[src/rtl/program_rom_pkg.sv]
// Shared types and widths for the program ROM arbiter.
package program_rom_pkg;

    localparam int ROM_ADDR_W = 15;
    localparam int ROM_DATA_W = 8;

    typedef enum logic [1:0] {
        IDLE = 2'd0,
        BUSY = 2'd1,
        RESP = 2'd2
    } state_t;

    typedef enum logic {
        OWNER_CPU = 1'b0,
        OWNER_DBG = 1'b1
    } owner_t;

endpackage

[src/rtl/rom_grant_select.sv]
// Winner selection between CPU fetch and debug reads, with a CPU burst
// counter that forces a debug grant once the CPU has been favoured too long.
module rom_grant_select
    import program_rom_pkg::*;
#(
    parameter int MAX_CPU_BURST = 4
) (
    input  logic clk,
    input  logic reset,
    input  logic decide_i,
    input  logic cpu_req_i,
    input  logic dbg_req_i,
    output logic grant_o,
    output logic dbg_win_o
);

    localparam logic [3:0] BURST_LIMIT = 4'(MAX_CPU_BURST);

    logic [3:0] burst_q;
    logic [3:0] burst_d;
    logic       dbg_win;

    always_comb begin
        dbg_win = dbg_req_i && (!cpu_req_i || (burst_q >= BURST_LIMIT));
        burst_d = burst_q;
        if (decide_i) begin
            // Only CPU grants that keep a waiting debug request out count.
            if (!dbg_req_i || dbg_win) begin
                burst_d = '0;
            end else if (cpu_req_i && (burst_q < BURST_LIMIT)) begin
                burst_d = burst_q + 4'd1;
            end
        end
    end

    always_ff @(posedge clk) begin
        if (reset) begin
            burst_q <= '0;
        end else begin
            burst_q <= burst_d;
        end
    end

    assign grant_o   = cpu_req_i | dbg_req_i;
    assign dbg_win_o = dbg_win;

endmodule

[src/rtl/program_rom_arbiter.sv]
// Shares the single-port program ROM between CPU fetch and the debug port,
// sequencing each access through IDLE -> BUSY -> RESP.
module program_rom_arbiter
    import program_rom_pkg::*;
#(
    parameter int ADDR_W        = ROM_ADDR_W,
    parameter int DATA_W        = ROM_DATA_W,
    parameter int READ_LATENCY  = 1,
    parameter int MAX_CPU_BURST = 4
) (
    input  logic              clk,
    input  logic              reset,
    input  logic              cpuReq,
    input  logic [ADDR_W-1:0] cpuAddr,
    output logic              cpuValid,
    output logic [DATA_W-1:0] cpuData,
    input  logic              dbgReq,
    input  logic [ADDR_W-1:0] dbgAddr,
    output logic              dbgValid,
    output logic [DATA_W-1:0] dbgData,
    output logic              romChipSelect,
    output logic [ADDR_W-1:0] romAddress,
    input  logic [DATA_W-1:0] romData
);

    localparam logic [2:0] LAT_LAST = 3'(READ_LATENCY);

    state_t            state_q, state_d;
    owner_t            owner_q, owner_d;
    logic [2:0]        lat_cnt_q, lat_cnt_d;
    logic [ADDR_W-1:0] rom_addr_q, rom_addr_d;
    logic              rom_cs_q, rom_cs_d;
    logic [DATA_W-1:0] cpu_data_q, cpu_data_d;
    logic [DATA_W-1:0] dbg_data_q, dbg_data_d;
    logic              cpu_valid_q, cpu_valid_d;
    logic              dbg_valid_q, dbg_valid_d;
    logic              grant;
    logic              dbg_win;

    rom_grant_select #(
        .MAX_CPU_BURST(MAX_CPU_BURST)
    ) u_grant (
        .clk       (clk),
        .reset     (reset),
        .decide_i  (state_q == IDLE),
        .cpu_req_i (cpuReq),
        .dbg_req_i (dbgReq),
        .grant_o   (grant),
        .dbg_win_o (dbg_win)
    );

    always_comb begin
        state_d     = state_q;
        owner_d     = owner_q;
        lat_cnt_d   = lat_cnt_q;
        rom_addr_d  = rom_addr_q;
        rom_cs_d    = rom_cs_q;
        cpu_data_d  = cpu_data_q;
        dbg_data_d  = dbg_data_q;
        cpu_valid_d = 1'b0;
        dbg_valid_d = 1'b0;
        case (state_q)
            IDLE: begin
                if (grant) begin
                    rom_addr_d = dbg_win ? dbgAddr : cpuAddr;
                    owner_d    = dbg_win ? OWNER_DBG : OWNER_CPU;
                    lat_cnt_d  = '0;
                    rom_cs_d   = 1'b1;
                    state_d    = BUSY;
                end
            end
            BUSY: begin
                lat_cnt_d = lat_cnt_q + 3'd1;
                // The bus is only trusted on this one cycle; elsewhere it floats.
                if (lat_cnt_q == LAT_LAST) begin
                    rom_cs_d = 1'b0;
                    state_d  = RESP;
                    if (owner_q == OWNER_DBG) begin
                        dbg_data_d  = romData;
                        dbg_valid_d = 1'b1;
                    end else begin
                        cpu_data_d  = romData;
                        cpu_valid_d = 1'b1;
                    end
                end
            end
            RESP: begin
                state_d = IDLE;
            end
            default: begin
                state_d = IDLE;
            end
        endcase
    end

    always_ff @(posedge clk) begin
        if (reset) begin
            state_q     <= IDLE;
            owner_q     <= OWNER_CPU;
            lat_cnt_q   <= '0;
            rom_addr_q  <= '0;
            rom_cs_q    <= 1'b0;
            cpu_data_q  <= '0;
            dbg_data_q  <= '0;
            cpu_valid_q <= 1'b0;
            dbg_valid_q <= 1'b0;
        end else begin
            state_q     <= state_d;
            owner_q     <= owner_d;
            lat_cnt_q   <= lat_cnt_d;
            rom_addr_q  <= rom_addr_d;
            rom_cs_q    <= rom_cs_d;
            cpu_data_q  <= cpu_data_d;
            dbg_data_q  <= dbg_data_d;
            cpu_valid_q <= cpu_valid_d;
            dbg_valid_q <= dbg_valid_d;
        end
    end

    assign cpuValid      = cpu_valid_q;
    assign cpuData       = cpu_data_q;
    assign dbgValid      = dbg_valid_q;
    assign dbgData       = dbg_data_q;
    assign romChipSelect = rom_cs_q;
    assign romAddress    = rom_addr_q;

endmodule

[config.mk]
export PLATFORM = sky130hd
export DESIGN_NAME = program_rom_arbiter
export DESIGN_NICKNAME = d
export VERILOG_FILES = /design/src/rtl/program_rom_pkg.sv /design/src/rtl/rom_grant_select.sv /design/src/rtl/program_rom_arbiter.sv
export SDC_FILE = /design/constraint.sdc
export NUM_CORES = 1
export LEC_CHECK = 0
export CAP_MARGIN = 0
export CORE_UTILIZATION = 35
export DETAILED_ROUTE_END_ITERATION = 10
export HOLD_SLACK_MARGIN = 0.12
export PLACE_DENSITY = 0.63
export SYNTH_ARGS = -nofsm -noshare
export SYNTH_HDL_FRONTEND = slang
export SYNTH_SLANG_ARGS = --single-unit
export TNS_END_PERCENT = 50
[constraint.sdc]
create_clock -name clk -period 2.05 [get_ports clk]
set_input_delay 0.41 -clock clk [delete_from_list [all_inputs] [get_ports clk]]
set_output_delay 0.41 -clock clk [all_outputs]
set_load 0.01 [all_outputs]
* After elaboration in Yosys (flattened, before gate mapping)
Index checks and enable logic that the tools add are counted.
** Storage, ports and cells
- Register bits :: 44
- Bits of input ports :: 42
- Output and inout bits :: 34
- Word-level logic and storage cells :: 53
** Cells by class
- $add $sub $neg :: 2
- Magnitude comparators :: 2
- Equality and inequality tests :: 4
- Multiplexer cells :: 14
- Bitwise operators :: 4
- Reduce and logical (&&, ||, !) cells :: 17
** Operators with widths (count)
- two-way mux 15 bit :: 1
- AND reduction 3 bit :: 3
- two-way mux 4 bit :: 2
- AND reduction 2 bit :: 4
- one-hot mux 3 bit (2 select lines) :: 1
- two-way mux 1 bit :: 5
- adder 4 x 1 -> 4 bit, second input constant :: 1
- greater-or-equal comparator 4 x 3 -> 1 bit, second input constant :: 1
- less-than comparator 4 x 3 -> 1 bit, second input constant :: 1
- two-way mux 2 bit :: 2
- != test 2 bit, second input constant :: 2
- one-hot mux 2 bit (2 select lines) :: 1
- nonzero test 2 bit :: 2
- adder 3 x 1 -> 3 bit, second input constant :: 1
- == test 3 x 1 -> 1 bit, second input constant :: 1
- two-way mux 3 bit :: 1
- inverter 1 bit :: 3
- OR reduction 3 bit :: 1
- == test 2 x 1 -> 1 bit, second input constant :: 1
- logical AND 1 bit :: 2
- zero test 1 bit :: 2
- zero test 2 bit :: 1
- logical OR 1 bit :: 2
- one-hot mux 1 bit (2 select lines) :: 1
- OR 1 bit :: 1

* Logic depth before layout (Yosys ltp)
- Depth in word-level cells :: 6
- Gate-level depth with buffers :: 7
- Mapped depth without buffers :: 5

* Hierarchy
A second synthesis with hierarchy kept.
** Unflattened totals
- Cell total of the unflattened synthesis :: 203
- Area, all modules :: 2038.2 µm²
** By module, submodules not included
- program_rom_arbiter :: instances 1, cells each 182, area each 1838.0 µm², seq. area each 800.8 µm²
- rom_grant_select :: instances 1, cells each 21, area each 200.2 µm², seq. area each 80.1 µm²

* Worst setup path after synthesis
OpenSTA, ideal clock, no wires.
- Kind :: flip-flop to flip-flop
- From :: register lat_cnt_q[0]
- To :: register cpu_data_q[7] (netlist: cpuData[7])
- Setup time :: 0.070 ns
- Data arrival time :: 1.281 ns
- Required time :: 1.980 ns
- Slack :: 0.699 ns
- Cell stages (with the launch flop) :: 7
- Buffers on the path :: 2
- Period minus slack after synthesis :: 1.351 ns
- Path through :: dfxtp_1 > ha_1 > nor4bb_1 > buf_2 > buf_4 > nand3_1 > a21oi_1
** Between the ends
- Word-level cells in the longest chain between the ends :: 2
** Ends and longest elaborated chain
- start: declaration :: RTL line program_rom_arbiter.sv:30 : logic [2:0] lat_cnt_q, lat_cnt_d;
- start signal: assignment :: RTL line program_rom_arbiter.sv:110 : lat_cnt_q <= lat_cnt_d;
- == test 3 x 1 -> 1 bit :: RTL line program_rom_arbiter.sv:75 : if (lat_cnt_q == LAT_LAST) begin
- AND reduction 3 bit (no line)
- end signal: assignment :: RTL line program_rom_arbiter.sv:113 : cpu_data_q <= cpu_data_d;
- end: declaration :: RTL line program_rom_arbiter.sv:33 : logic [DATA_W-1:0] cpu_data_q, cpu_data_d;
No other way between the ends.
A chain may end at the register's enable or synchronous reset.

* Final worst setup path
- From :: input port cpuReq
- To :: register rom_addr_q[12] (netlist: romAddress[12])
** Between the ends
- Word-level cells in the longest chain between the ends :: 4
- Elaborated cells between the ends (all ways) :: 6
- Those cells by class :: mux: 1; bitwise: 1; reduce/logical: 4
** Ends and longest elaborated chain
- start: declaration :: RTL line program_rom_arbiter.sv:13 : input logic cpuReq,
- zero test 1 bit :: RTL line rom_grant_select.sv:24 : dbg_win = dbg_req_i && (!cpu_req_i || (burst_q >= BURST_LIMIT));
- logical OR 1 bit :: RTL line rom_grant_select.sv:24
- logical AND 1 bit :: RTL line rom_grant_select.sv:24
- two-way mux 15 bit :: RTL line program_rom_arbiter.sv:65 : rom_addr_d = dbg_win ? dbgAddr : cpuAddr;
- end signal: assignment :: RTL line program_rom_arbiter.sv:111 : rom_addr_q <= rom_addr_d;
- end: declaration :: RTL line program_rom_arbiter.sv:31 : logic [ADDR_W-1:0] rom_addr_q, rom_addr_d;
Several ways; a longest one is shown, not always the timed one.

==> impl_metrics.yaml <==
sta:
  fin_tns_setup_ns: 0
  slew_headroom: 0.623
  worstMarginPinSlew_ns: 0.565
  skew_ns: 0.00622
  rsz0062_at_grt: "false"
  post-route-min-period_ns: 1.65
  drv_slew: 0
  setup_violations: 0
  hold_viol: 0
  fmax_mhz: 606
  setup_ws_ns: 0.399
  finalCritPeriodShare: 0.805
run_status:
  status: "completed"
clocking:
  cts_tree: "yes"
  cts-resized-gates: 0
  hold_buffers: 0
  cts_max_path_buffers: 2
  cts.clk_slew.worst_paths_ns: 0.08
  cts_sinks: 44
  numCtsBuffers: 5
  root_buffer: "clkbuf_8"
  clk-insertion-delay-late_ns: 0.29
  htree_num_levels: 2
  cts_setup_buffers: 0
global_route:
  grt_overflow_total: 0
  grt_pass1_wl_mm: 8.98
  antenna_found_initial: 0
  met1_usage: 0.238
  grt_pass1_vias: 1890
  grtUsageTotal: 0.184
  grt_max_degree: 26
  grt_use_met3: 0.0494
  globalRouteMet2Util: 0.289
  top_usage_layer: "met2"
setup_path:
  cpPeakStageDelay_ns: 0.53
  crit_path_max_fanout: 16
  crit_buf_inv: 1
  cp_slowest_cell: "clkdlybuf4s50_1"
  cp-start-kind: "input port"
  worstSetupPathType: "in -> reg"
  path_cells: "clkdlybuf4s50_1, or2_1, a21oi_1, a311oi_2"
  end_kind: "flip-flop"
  crit_arrival_ns: 1.86
  crit_family: "buffers and inverters"
  critical_path_required_ns: 2.26
placed_design:
  post-place-ws_ns: 0.0771
  numPortBuffers: 75
  hpwl_mm: 3.71
  globalplace.congestion: 0.736
final_layout:
  nFillCells: 522
  drive_gt1_frac: 0.141
  num_antenna_cells: 0
  syn_to_final_growth_pct: 45.0
  finalNetCount: 342
power:
  power.switching_mw: 0.552
  p_sw_frac: 0.263
  leakagePower_nw: 0.995
  p_seq_frac: 0.451
  internal_power_mw: 1.54
  pwr-share-clk: 0.332
  p_comb_frac: 0.217
  powerDensity_nw_per_um2: 702
  irDropWorstVdd_mv: 0.346
synth:
  syn_area_um2: 2060
  ys_types: 34
  synth_area_per_cell_um2: 9.07
  ys_seq_area_frac: 0.428
  yosysWarnings: 0
  synth-seq-cells: 44
  synth_nets: 272
  syn_inst: 227
route:
  drc: 0
  drt_wl_total_mm: 5.38
  ant_nets: 0
  vias: 1936
  wl_per_cell_um: 14.5
  dr.pass1.iters: 4
  drtIter0Drc: 162
  viasPerCell: 5.23
floorplan:
  chipHeight_um: 78.7
  die-width_um: 78.7
  ios: 76
  rows: 27
  initial_core_util: 0.369
  dieArea_um2: 6200
  coreArea_um2: 5570
min_path:
  hp-class: "reg -> reg"
run:
  maxCapViolations: 0
## placed cells by master, fill, tap and decap left out, types with 3 or more instances in the layout
cell type / instances
clkdlybuf4s50_1: 75
dfxtp_1: 44
a21oi_1: 38
nand3_1: 24
o21ai_1: 17
o21ai_0: 17
nand3_2: 9
a311oi_2: 9
buf_4: 9
a311oi_1: 6
clkbuf_8: 6
nand2_1: 4
inv_1: 3
nand2b_1: 3
o211ai_1: 3
nor2_1: 3
ha_1: 3
## worst reg2reg max path, stage by stage, from the launching register on
cell	delay (ns)
dfxtp_1	0.38
or2_1	0.39
nor2_4	0.46
a311oi_2	0.18
## cell usage after synthesis, drive strengths merged
cell | n | area share
a21oi | 38 | 0.092
a311oi | 15 | 0.091
a31oi | 1 | 0.0030
buf | 14 | 0.048
clkbuf | 8 | 0.015
dfxtp | 44 | 0.43
ha | 3 | 0.018
inv | 4 | 0.0073
nand2 | 4 | 0.0073
nand2b | 3 | 0.0091
nand3 | 33 | 0.10
nand3b | 2 | 0.0073
nand4bb | 1 | 0.0055
nor2 | 6 | 0.017
nor2b | 1 | 0.0030
nor3 | 2 | 0.0049
nor3b | 2 | 0.013
nor4bb | 2 | 0.0097
o211ai | 3 | 0.011
o21ai | 34 | 0.083
o21bai | 1 | 0.0036
or2 | 2 | 0.0061
or3 | 1 | 0.0030
or3b | 1 | 0.0043
xnor2 | 2 | 0.0085
## flip-flops by register name, indices dropped and copies added, names as in the netlist
| name | cells |
|---|---|
| dbgValid | 1 |
| romChipSelect | 1 |
| u_grant.burst_q | 4 |
| dbgData | 8 |
| owner_q | 1 |
| cpuData | 8 |
| cpuValid | 1 |
| lat_cnt_q | 3 |
| romAddress | 15 |
| state_q | 2 |
## kinds of logic after synthesis
kind of cell	synth area share
flops	0.428
compound gates	0.284
xor+xnor	0.00851
buf+inv	0.0699
fa+ha+maj	0.0182
simple gates	0.192
## path summary, 6_finish.rpt
| path | start | endpoint | slack (ns) | cells after the start |
|---|---|---|---|---|
| worst min register to register | romChipSelect | romChipSelect | 0.47 | 2 |
| worst max-delay path | cpuReq | romAddress[12] | 0.40 | 4 |
| worst min-delay path | romChipSelect | romChipSelect | 0.47 | 2 |
| worst max register to register | state_q[1] | romAddress[7] | 0.50 | 3 |
## metal layers
metal / share of wire / up-vias / wire (µm)
li1: - / 975 / -
met1: 0.45 / 887 / 2440
met2: 0.47 / 69 / 2530
met3: 0.061 / 5 / 328
met4: 0.015 / 0 / 78
met5: 0 / - / 0
## per-stage QoR
| step | power (mW) | instances | utilization | area [µm²] | hold WS [ns] |
|---|---|---|---|---|---|
| after floorplan | 1.20 | 227 | - | 2060 | 0.454 |
| after global placement | 1.42 | 362 | 0.514 | 2870 | 0.443 |
| after detailed placement | 1.42 | 362 | 0.514 | 2870 | 0.458 |
| after CTS | 2.12 | 370 | 0.536 | 2990 | 0.476 |
| after global routing | 2.20 | 370 | 0.536 | 2990 | 0.501 |
| final | 2.10 | 370 | 0.536 | 2990 | 0.470 |
## power by group through the flow
stage / Clock [mW] / Sequential, mW / Combinational [mW]
floorplan: 0 / 0.977 / 0.225
global placement: 0 / 0.966 / 0.451
detailed placement: 0 / 0.963 / 0.458
CTS: 0.718 / 0.945 / 0.459
global route: 0.758 / 0.953 / 0.491
finish: 0.695 / 0.945 / 0.455
## cell type report
cell class | instances | area (µm²) | area share
multi-input cells | 157 | 1040 | 0.349
flip-flops and latches | 44 | 881 | 0.295
repair buffers | 85 | 838 | 0.281
well taps | 72 | 90.1 | 0.0302
clock buffers | 6 | 82.6 | 0.0276
clock inverters | 2 | 38.8 | 0.0130
inverters | 4 | 15.0 | 0.00503
Power figures use the tool's default switching activity.
